**config.mk**
```make
export PLATFORM = sky130hd
export DESIGN_NAME = cr16_control_fsm_flat
export DESIGN_NICKNAME = d
export VERILOG_FILES = /design/src/rtl/cr16_pkg.sv /design/src/rtl/cr16_control_fsm_if.sv /design/src/rtl/cr16_cond_eval.sv /design/src/rtl/cr16_control_fsm.sv /design/src/flat_wrapper.sv
export SDC_FILE = /design/constraint.sdc
export NUM_CORES = 1
export LEC_CHECK = 0
export CORE_UTILIZATION = 43
export CTS_CLUSTER_DIAMETER = 80
export DETAILED_ROUTE_END_ITERATION = 6
export GPL_TIMING_DRIVEN = 1
export HOLD_SLACK_MARGIN = 0.03
export PLACE_DENSITY_LB_ADDON = 0.3
export SLEW_MARGIN = 40
export SYNTH_ARGS = -nofsm -noshare
export SYNTH_HDL_FRONTEND = slang
export SYNTH_SLANG_ARGS = --single-unit
```
**constraint.sdc**
```tcl
create_clock -name clk -period 2 [get_ports clk]
set_clock_uncertainty 0.15 [all_clocks]
set_input_delay 0.3 -clock clk [delete_from_list [all_inputs] [get_ports clk]]
set_output_delay 0.3 -clock clk [all_outputs]
set_load 0.05 [all_outputs]
```
**src/rtl/cr16_pkg.sv**
```systemverilog
// Shared CR16 control constants: state encodings, opcode/ext fields, condition codes, flag indices, ALU ops.
// Latency: none (declarations and pure helper functions only).
// Backpressure: not applicable.
package cr16_pkg;

    // Controller state encodings (exposed on state_dbg)
    localparam logic [3:0] ST_FETCH   = 4'd0;
    localparam logic [3:0] ST_DECODE  = 4'd1;
    localparam logic [3:0] ST_EX_R    = 4'd2;
    localparam logic [3:0] ST_EX_I    = 4'd3;
    localparam logic [3:0] ST_MEM_ADR = 4'd4;
    localparam logic [3:0] ST_MEM_RD  = 4'd5;
    localparam logic [3:0] ST_MEM_WB  = 4'd6;
    localparam logic [3:0] ST_MEM_WR  = 4'd7;
    localparam logic [3:0] ST_BR      = 4'd8;
    localparam logic [3:0] ST_JMP     = 4'd9;
    localparam logic [3:0] ST_TRAP    = 4'd10;

    // Primary opcodes, instr[15:12]
    localparam logic [3:0] OPC_RTYPE = 4'h0;
    localparam logic [3:0] OPC_ANDI  = 4'h1;
    localparam logic [3:0] OPC_ORI   = 4'h2;
    localparam logic [3:0] OPC_XORI  = 4'h3;
    localparam logic [3:0] OPC_MEM   = 4'h4;
    localparam logic [3:0] OPC_ADDI  = 4'h5;
    localparam logic [3:0] OPC_ADDUI = 4'h6;
    localparam logic [3:0] OPC_ADDCI = 4'h7;
    localparam logic [3:0] OPC_LSHI  = 4'h8;
    localparam logic [3:0] OPC_SUBI  = 4'h9;
    localparam logic [3:0] OPC_SUBCI = 4'hA;
    localparam logic [3:0] OPC_CMPI  = 4'hB;
    localparam logic [3:0] OPC_BCOND = 4'hC;
    localparam logic [3:0] OPC_MOVI  = 4'hD;

    // Extended opcodes under OPC_MEM, instr[7:4]
    localparam logic [3:0] EXT_LOAD  = 4'h0;
    localparam logic [3:0] EXT_STOR  = 4'h4;
    localparam logic [3:0] EXT_JAL   = 4'h8;
    localparam logic [3:0] EXT_JCOND = 4'hC;

    // Condition codes, instr[11:8]
    localparam logic [3:0] CC_EQ = 4'h0;
    localparam logic [3:0] CC_NE = 4'h1;
    localparam logic [3:0] CC_CS = 4'h2;
    localparam logic [3:0] CC_CC = 4'h3;
    localparam logic [3:0] CC_GT = 4'h6;
    localparam logic [3:0] CC_LE = 4'h7;
    localparam logic [3:0] CC_GE = 4'hC;
    localparam logic [3:0] CC_LT = 4'hD;
    localparam logic [3:0] CC_UC = 4'hE;
    localparam logic [3:0] CC_NV = 4'hF;

    // Flag bit positions within flags[4:0] = {C,Z,F,L,N}
    localparam int FLAG_C = 4;
    localparam int FLAG_Z = 3;
    localparam int FLAG_F = 2;
    localparam int FLAG_L = 1;
    localparam int FLAG_N = 0;

    localparam logic [7:0] ALU_ADD = 8'h05;

    function automatic logic is_imm_opc(input logic [3:0] opc);
        return (opc == OPC_ANDI)  || (opc == OPC_ORI)   || (opc == OPC_XORI)  ||
               (opc == OPC_ADDI)  || (opc == OPC_ADDUI) || (opc == OPC_ADDCI) ||
               (opc == OPC_LSHI)  || (opc == OPC_SUBI)  || (opc == OPC_SUBCI) ||
               (opc == OPC_CMPI)  || (opc == OPC_MOVI);
    endfunction

    // Logical immediates take a zero-extended operand
    function automatic logic is_logical_opc(input logic [3:0] opc);
        return (opc == OPC_ANDI) || (opc == OPC_ORI) || (opc == OPC_XORI);
    endfunction

endpackage

```
**src/rtl/cr16_control_fsm_if.sv**
```systemverilog
// Control bundle between the CR16 controller (master) and the datapath/memory (slave).
// Latency: none (wiring only).
// Backpressure: none; memory stalls are absorbed by the controller's MEM_WAIT counter.
interface cr16_control_fsm_if;
    logic [15:0] instr;
    logic [4:0]  flags;
    logic        ir_load;
    logic        pcen;
    logic        branch;
    logic        jump;
    logic        jal;
    logic        regwrt;
    logic        memtoreg;
    logic        mem_rd;
    logic        mem_wr;
    logic        im_mux;
    logic        pc_mux;
    logic [1:0]  alusrcb;
    logic [7:0]  op;
    logic        illegal;
    logic [3:0]  state_dbg;

    modport master (
        input  instr, flags,
        output ir_load, pcen, branch, jump, jal, regwrt, memtoreg, mem_rd, mem_wr,
               im_mux, pc_mux, alusrcb, op, illegal, state_dbg
    );

    modport slave (
        output instr, flags,
        input  ir_load, pcen, branch, jump, jal, regwrt, memtoreg, mem_rd, mem_wr,
               im_mux, pc_mux, alusrcb, op, illegal, state_dbg
    );
endinterface

```
**src/rtl/cr16_cond_eval.sv**
```systemverilog
// Evaluates a 4-bit CR16 condition code against the live ALU flags; shared by branch and jump.
// Latency: combinational.
// Backpressure: none.
module cr16_cond_eval
    import cr16_pkg::*;
(
    input  logic [3:0] cond,
    input  logic [4:0] flags,
    output logic       taken
);

    // F and L are carried on the flag bus but no condition code looks at them
    logic unused_flags;
    assign unused_flags = flags[FLAG_F] ^ flags[FLAG_L];

    // Condition table; reserved codes are never taken
    always_comb begin
        taken = 1'b0;
        case (cond)
            CC_EQ:   taken = flags[FLAG_Z];
            CC_NE:   taken = !flags[FLAG_Z];
            CC_CS:   taken = flags[FLAG_C];
            CC_CC:   taken = !flags[FLAG_C];
            CC_GT:   taken = flags[FLAG_N];
            CC_LE:   taken = !flags[FLAG_N];
            CC_GE:   taken = flags[FLAG_N] | flags[FLAG_Z];
            CC_LT:   taken = !(flags[FLAG_N] | flags[FLAG_Z]);
            CC_UC:   taken = 1'b1;
            CC_NV:   taken = 1'b0;
            default: taken = 1'b0;
        endcase
    end

endmodule

```
**src/rtl/cr16_control_fsm.sv**
```systemverilog
// CR16 multicycle controller: FETCH/DECODE/EXECUTE/MEMORY/WRITEBACK sequencing of datapath strobes.
// Latency: R/I/branch/jump 3 cycles, STOR 4, LOAD 5, plus MEM_WAIT per memory access.
// Backpressure: none; slow memory handled by MEM_WAIT stall cycles. Option macro: CR16_CTRL_ILLEGAL_TRAP_EN.
module cr16_control_fsm
    import cr16_pkg::*;
#(
    parameter int unsigned MEM_WAIT = 0
)
(
    input  logic                  clk,
    input  logic                  reset,
    cr16_control_fsm_if.master    bus
);

    localparam logic [3:0] WAIT_MAX = MEM_WAIT[3:0];

    logic [3:0]  state_q, state_d;
    logic [3:0]  wait_q, wait_d;
    logic [15:0] ir_q, ir_d;
    logic [3:0]  decode_target;
    logic        wait_done;
    logic        cond_taken;

    logic [3:0] ir_opc, ir_cond, ir_ext;
    assign ir_opc  = ir_q[15:12];
    assign ir_cond = ir_q[11:8];
    assign ir_ext  = ir_q[7:4];

    // The source register field is consumed by the datapath, not by the controller
    logic unused_rsrc;
    assign unused_rsrc = ^ir_q[3:0];

    assign wait_done = (wait_q == WAIT_MAX);

    cr16_cond_eval u_cond_eval (
        .cond  (ir_cond),
        .flags (bus.flags),
        .taken (cond_taken)
    );

    // Instruction class -> first execute state; undecodable words trap or fall back to FETCH
    always_comb begin
`ifdef CR16_CTRL_ILLEGAL_TRAP_EN
        decode_target = ST_TRAP;
`else
        decode_target = ST_FETCH;
`endif
        if (ir_opc == OPC_RTYPE) begin
            decode_target = ST_EX_R;
        end else if (ir_opc == OPC_BCOND) begin
            decode_target = ST_BR;
        end else if (ir_opc == OPC_MEM) begin
            if ((ir_ext == EXT_LOAD) || (ir_ext == EXT_STOR)) begin
                decode_target = ST_MEM_ADR;
            end else if ((ir_ext == EXT_JCOND) || (ir_ext == EXT_JAL)) begin
                decode_target = ST_JMP;
            end
        end else if (is_imm_opc(ir_opc)) begin
            decode_target = ST_EX_I;
        end
    end

    // Next state, memory wait counter (cleared on every state change) and IR capture
    always_comb begin
        state_d = state_q;
        wait_d  = 4'd0;
        ir_d    = ir_q;
        case (state_q)
            ST_FETCH: begin
                if (wait_done) begin
                    ir_d    = bus.instr;
                    state_d = ST_DECODE;
                end else begin
                    wait_d = wait_q + 4'd1;
                end
            end
            ST_DECODE:  state_d = decode_target;
            ST_MEM_ADR: state_d = (ir_ext == EXT_LOAD) ? ST_MEM_RD : ST_MEM_WR;
            ST_MEM_RD: begin
                if (wait_done) state_d = ST_MEM_WB;
                else           wait_d  = wait_q + 4'd1;
            end
            ST_MEM_WR: begin
                if (wait_done) state_d = ST_FETCH;
                else           wait_d  = wait_q + 4'd1;
            end
            ST_EX_R, ST_EX_I, ST_MEM_WB, ST_BR, ST_JMP: state_d = ST_FETCH;
`ifdef CR16_CTRL_ILLEGAL_TRAP_EN
            ST_TRAP:    state_d = ST_TRAP;
`else
            ST_TRAP:    state_d = ST_FETCH;
`endif
            default:    state_d = ST_FETCH;
        endcase
    end

    // State registers with synchronous reset; reset abandons any instruction in flight
    always_ff @(posedge clk) begin
        if (reset) begin
            state_q <= ST_FETCH;
            wait_q  <= 4'd0;
            ir_q    <= 16'h0000;
        end else begin
            state_q <= state_d;
            wait_q  <= wait_d;
            ir_q    <= ir_d;
        end
    end

    // Moore output decode; held at zero while reset is asserted so no write leaks out
    always_comb begin
        bus.ir_load   = 1'b0;
        bus.pcen      = 1'b0;
        bus.branch    = 1'b0;
        bus.jump      = 1'b0;
        bus.jal       = 1'b0;
        bus.regwrt    = 1'b0;
        bus.memtoreg  = 1'b0;
        bus.mem_rd    = 1'b0;
        bus.mem_wr    = 1'b0;
        bus.im_mux    = 1'b0;
        bus.pc_mux    = 1'b0;
        bus.alusrcb   = 2'b00;
        bus.op        = 8'h00;
        bus.illegal   = 1'b0;
        bus.state_dbg = state_q;
        if (!reset) begin
            case (state_q)
                ST_FETCH: begin
                    bus.mem_rd  = 1'b1;
                    bus.ir_load = wait_done;
                    bus.pcen    = wait_done;
                end
                ST_EX_R: begin
                    bus.op     = {4'h0, ir_ext};
                    bus.regwrt = 1'b1;
                end
                ST_EX_I: begin
                    bus.op      = {ir_opc, 4'h0};
                    bus.im_mux  = 1'b1;
                    bus.alusrcb = is_logical_opc(ir_opc) ? 2'b11 : 2'b10;
                    bus.regwrt  = 1'b1;
                end
                ST_MEM_ADR: bus.op = ALU_ADD;
                ST_MEM_RD:  bus.mem_rd = 1'b1;
                ST_MEM_WB: begin
                    bus.regwrt   = 1'b1;
                    bus.memtoreg = 1'b1;
                end
                ST_MEM_WR:  bus.mem_wr = 1'b1;
                ST_BR: begin
                    bus.pc_mux = 1'b1;
                    bus.branch = cond_taken;
                end
                ST_JMP: begin
                    if (ir_ext == EXT_JAL) begin
                        bus.jump   = 1'b1;
                        bus.jal    = 1'b1;
                        bus.regwrt = 1'b1;
                    end else begin
                        bus.jump = cond_taken;
                    end
                end
`ifdef CR16_CTRL_ILLEGAL_TRAP_EN
                ST_TRAP:    bus.illegal = 1'b1;
`endif
                default: ;
            endcase
        end
    end

endmodule

```
**src/flat_wrapper.sv**
```systemverilog
// flat-port wrapper written by rule: the top's interface ports become plain ports
module cr16_control_fsm_flat import cr16_pkg::*;
#(
    parameter int unsigned MEM_WAIT = 0
)
  (clk, reset, bus_instr, bus_flags, bus_ir_load, bus_pcen, bus_branch, bus_jump, bus_jal, bus_regwrt, bus_memtoreg, bus_mem_rd, bus_mem_wr, bus_im_mux, bus_pc_mux, bus_alusrcb, bus_op, bus_illegal, bus_state_dbg);
  cr16_control_fsm_if bus_i ();
  input  logic clk;
  input  logic reset;
  input wire logic [$bits(bus_i.instr)-1:0] bus_instr;
  input wire logic [$bits(bus_i.flags)-1:0] bus_flags;
  output wire logic [$bits(bus_i.ir_load)-1:0] bus_ir_load;
  output wire logic [$bits(bus_i.pcen)-1:0] bus_pcen;
  output wire logic [$bits(bus_i.branch)-1:0] bus_branch;
  output wire logic [$bits(bus_i.jump)-1:0] bus_jump;
  output wire logic [$bits(bus_i.jal)-1:0] bus_jal;
  output wire logic [$bits(bus_i.regwrt)-1:0] bus_regwrt;
  output wire logic [$bits(bus_i.memtoreg)-1:0] bus_memtoreg;
  output wire logic [$bits(bus_i.mem_rd)-1:0] bus_mem_rd;
  output wire logic [$bits(bus_i.mem_wr)-1:0] bus_mem_wr;
  output wire logic [$bits(bus_i.im_mux)-1:0] bus_im_mux;
  output wire logic [$bits(bus_i.pc_mux)-1:0] bus_pc_mux;
  output wire logic [$bits(bus_i.alusrcb)-1:0] bus_alusrcb;
  output wire logic [$bits(bus_i.op)-1:0] bus_op;
  output wire logic [$bits(bus_i.illegal)-1:0] bus_illegal;
  output wire logic [$bits(bus_i.state_dbg)-1:0] bus_state_dbg;
  assign bus_i.instr = bus_instr;
  assign bus_i.flags = bus_flags;
  assign bus_ir_load = bus_i.ir_load;
  assign bus_pcen = bus_i.pcen;
  assign bus_branch = bus_i.branch;
  assign bus_jump = bus_i.jump;
  assign bus_jal = bus_i.jal;
  assign bus_regwrt = bus_i.regwrt;
  assign bus_memtoreg = bus_i.memtoreg;
  assign bus_mem_rd = bus_i.mem_rd;
  assign bus_mem_wr = bus_i.mem_wr;
  assign bus_im_mux = bus_i.im_mux;
  assign bus_pc_mux = bus_i.pc_mux;
  assign bus_alusrcb = bus_i.alusrcb;
  assign bus_op = bus_i.op;
  assign bus_illegal = bus_i.illegal;
  assign bus_state_dbg = bus_i.state_dbg;
  cr16_control_fsm #(.MEM_WAIT(MEM_WAIT)) u_core (.clk(clk), .reset(reset), .bus(bus_i));
endmodule
```
==> implementation parameters <==
Parameter                              Value

STA
  Final Critical Period ... a little over 2 ns
  Maximum clock frequency ... between 400 and 500 MHz
  Final Max Slew Viols ... 0
  RSZ-0062 raised after global routing ... true
  Total of endpoints with negative setup slack in the final report ... 2
  Ratio of final minimum period to clock period ... 103%
  Final hold viol count ... 0
  Setup slack after layout ... -0.0594 ns

Yosys
  Synthesized instance count ... 150
  Mean post-synth cell area ... 8.18 um^2
  Sequential fraction of the synthesis area ... between 30% and 40%
  Synthesized net count ... 175
  Number of synthesized register bits ... 20
  Syn. warnings ... 0
  Combined area of all synthesized cells ... ~1200 um^2
  Number of distinct library cells after synthesis ... 45

Power and ir drop
  Ratio of total power to cell area ... 848 nW/um^2
  PnR Total Power ... 0.00180 W
  Leakage power ... 0.861 nW
  Largest vdd supply drop ... 0.000943 V

Floorplan
  I/O pin total ... 49
  Initial cell density of the core ... 44.9%
  Die Area ... 3070 um^2
  Total number of placement rows ... 19
  Die width ... 55.4 um
  Placeable Area ... 2730 um^2
  Floorplan die height ... 55.4 um

Drt
  Number of iterations in the first detailed-routing pass ... 4
  Routed via count ... around 1,300
  Final routed wirelength across all metal layers ... around 3.3 mm
  Number of design rule violations left after detail routing ... 0
  Mean routed wirelength per cell ... 14.2 um
  Vias/cell ... 5.49
  DRT antenna net count ... 0
  Detailed router's first-iteration violation count ... 37

Placed design
  Final weighted congestion of routability-driven global placement ... 0.880
  Post-DP HPWL ... between 2 and 2.5 mm
  Count of buffers from port buffering ... between 40 and 50
  Cell total after placement ... approximately 220
  Placed Instance Area ... 1930 um^2

GRT
  Via count of the first global-routing pass ... 1,291
  Global-route wire length before repair ... 5.53 mm
  Initial antenna violation count ... 0
  Total track usage ... 22.3%
  Grt ovf ... 0
  Maximum number of pins on one net before global-route repair ... 16

Worst setup path
  Data required time at the worst endpoint ... 1.55 ns
  Crit path kind ... flip-flop to primary output
  Critical Path, Cell by Cell ... or2_2 > a211o_1 > o2111ai_2 > a21oi_2 > buf_12
  Buffers & Inverters on Critical Path ... 1
  Critical path startpoint category ... flip-flop
  Delay of the slowest critical-path stage ... 0.37 ns
  Cell at the slowest stage of the critical path ... sky130_fd_sc_hd__dfxtp_4
  Setup crit end kind ... primary output
  Dominant delay contributor by cell family on the critical path ... compound AO/OA/AOI/OAI gates
  Worst Path Arrival ... 1.61 ns
  Highest net fanout along the worst path ... 5

Run status
  Violated checks ... setup timing
  Outcome ... finished, violations left

Final layout
  Fraction of final layout cells with drive strength greater than 1 ... 38.4%
  Final layout net count ... 229
  Final Instance Area ... 2120 um^2
  Filler-free cell count of the finished design ... ~230
  Highest-count cells in the layout ignoring fill and taps ... sky130_fd_sc_hd__buf_12, sky130_fd_sc_hd__nor2_1, sky130_fd_sc_hd__buf_4
  ANT cells ... 0
  Layout Area Growth over Synthesis ... 72.5%
  Leading cell type in the layout, fill and taps excluded ... sky130_fd_sc_hd__buf_12

Clocking
  Clock latency on the worst-skew pair ... 0.29 ns
  Number of buffers created by CTS ... 3
  Clock tree from TritonCTS ... built
  Total clock sinks ... 20
  Clock Tree Root ... sky130_fd_sc_hd__clkbuf_4
  Clk buf depth ... 2
  Clock-pin slew on the worst setup and hold paths ... 0.11 ns
  Total number of H-tree levels ... 1
  Count of hold-fix buffers inserted at cts ... 0

Hold path
  Class of the most critical hold timing path ... flip-flop to flip-flop

Run
  Total of max-cap violations ... 0
-- logic make-up (layout without fill, tap and decap cells) --
| family | Yosys count | in the layout | synth area share (%) |
|---|---|---|---|
| compound gates | 19 | 19 | 10.8 |
| buf+inv | 15 | 68 | 7.54 |
| xor+xnor | 3 | 3 | 2.14 |
| mux | 13 | 13 | 10.7 |
| other cells | 1 | 1 | 0.306 |
| fa+ha+maj | 2 | 2 | 2.04 |
| simple gates | 77 | 77 | 33.8 |
| flops | 20 | 20 | 32.6 |
-- per-layer routing --
| metal | vias to the layer above | routed length [um] | global-route usage (%) |
|---|---|---|---|
| met2 | 55 | 1730 | 42.5 |
| met5 | - | 0 | 0 |
| li1 | 615 | - | - |
| met4 | 0 | 80 | 5.71 |
| met1 | 604 | 1320 | 25.1 |
| met3 | 11 | 189 | 3.98 |
-- worst paths after layout --
kind         cells after the start  slack [ns]                           end                        start
max reg2reg                      7        0.25  u_core.ir_q[13]$_SDFFE_PP0P_  u_core.wait_q[0]$_SDFF_PP0_
max                              5       -0.06                      bus_jump  u_core.ir_q[9]$_SDFFE_PP0P_
min                              1        0.31   u_core.wait_q[0]$_SDFF_PP0_  u_core.wait_q[0]$_SDFF_PP0_
min reg2reg                      1        0.31   u_core.wait_q[0]$_SDFF_PP0_  u_core.wait_q[0]$_SDFF_PP0_
-- cell usage after synthesis (all sizes together) --
cell / n / area share, %
mux2: 1 / 0.92
nand2: 16 / 4.9
and2: 4 / 2.0
nand4: 1 / 0.51
o21a: 2 / 1.2
nand3: 3 / 2.2
clkbuf: 2 / 0.61
nor4: 1 / 0.51
nor3b: 3 / 2.8
o31ai: 1 / 0.61
a31oi: 1 / 0.51
or2: 1 / 0.51
nor2: 26 / 8.0
or3: 3 / 1.5
a2111oi: 1 / 0.71
nor3: 5 / 3.0
buf: 8 / 5.4
nand3b: 1 / 0.61
nand2b: 5 / 2.5
inv: 5 / 1.5
a21oi: 5 / 2.0
a21o: 1 / 0.61
a31o: 1 / 0.71
ha: 2 / 2.0
nor4b: 1 / 0.71
o2111ai: 2 / 1.4
o21ai: 2 / 0.81
mux2i: 12 / 9.8
dfxtp: 20 / 33
nor2b: 2 / 1.0
and3: 4 / 2.1
a211o: 1 / 0.71
a22o: 1 / 0.71
xnor2: 1 / 0.71
o32ai: 1 / 0.71
nand4bb: 1 / 0.92
xor2: 2 / 1.4
conb: 1 / 0.31
-- state kept, by name (all words and copies together) (netlist names) --
signal,flops
u_core.bus.state_dbg,4
u_core.ir_q,12
u_core.wait_q,4
-- power breakdown --
part	switching [W]	leakage [nW]	total (W)	internal, W
logic	0.000510	0.671	0.000974	0.000464
clock network	0.000116	0.0210	0.000226	0.000111
registers	0.000116	0.169	0.000595	0.000480
total	0.000741	0.861	0.00180	0.00105
-- area by class of cell --
type	count	area [um^2]
well taps	31	38.8
clock buffers	4	36.3
repair buffers	59	754
multi-input cells	115	842
fillers	184	617
inverters	5	18.8
flip-flops and latches	20	427
-- metrics by stage --
stage	utilization, %	hold slack [ns]	setup TNS, ns	setup slack, ns
after floorplan	-	0.280	-0.0932	-0.0932
after global placement	70.7	0.290	-1.52	-0.191
after detailed placement	70.7	0.323	-1.68	-0.205
after CTS	76.9	0.347	-0.105	-0.0654
after global routing	77.4	0.336	-0.318	-0.141
final	77.4	0.310	-0.0933	-0.0594
-- repair_timing --
item	CTS	global route
cloned	0	0
setup endpoints to repair	18	8
buffers inserted	11	1
pin swaps	7	3
resized for setup	16	3
No activity file was read; power rests on OpenSTA's default activity.
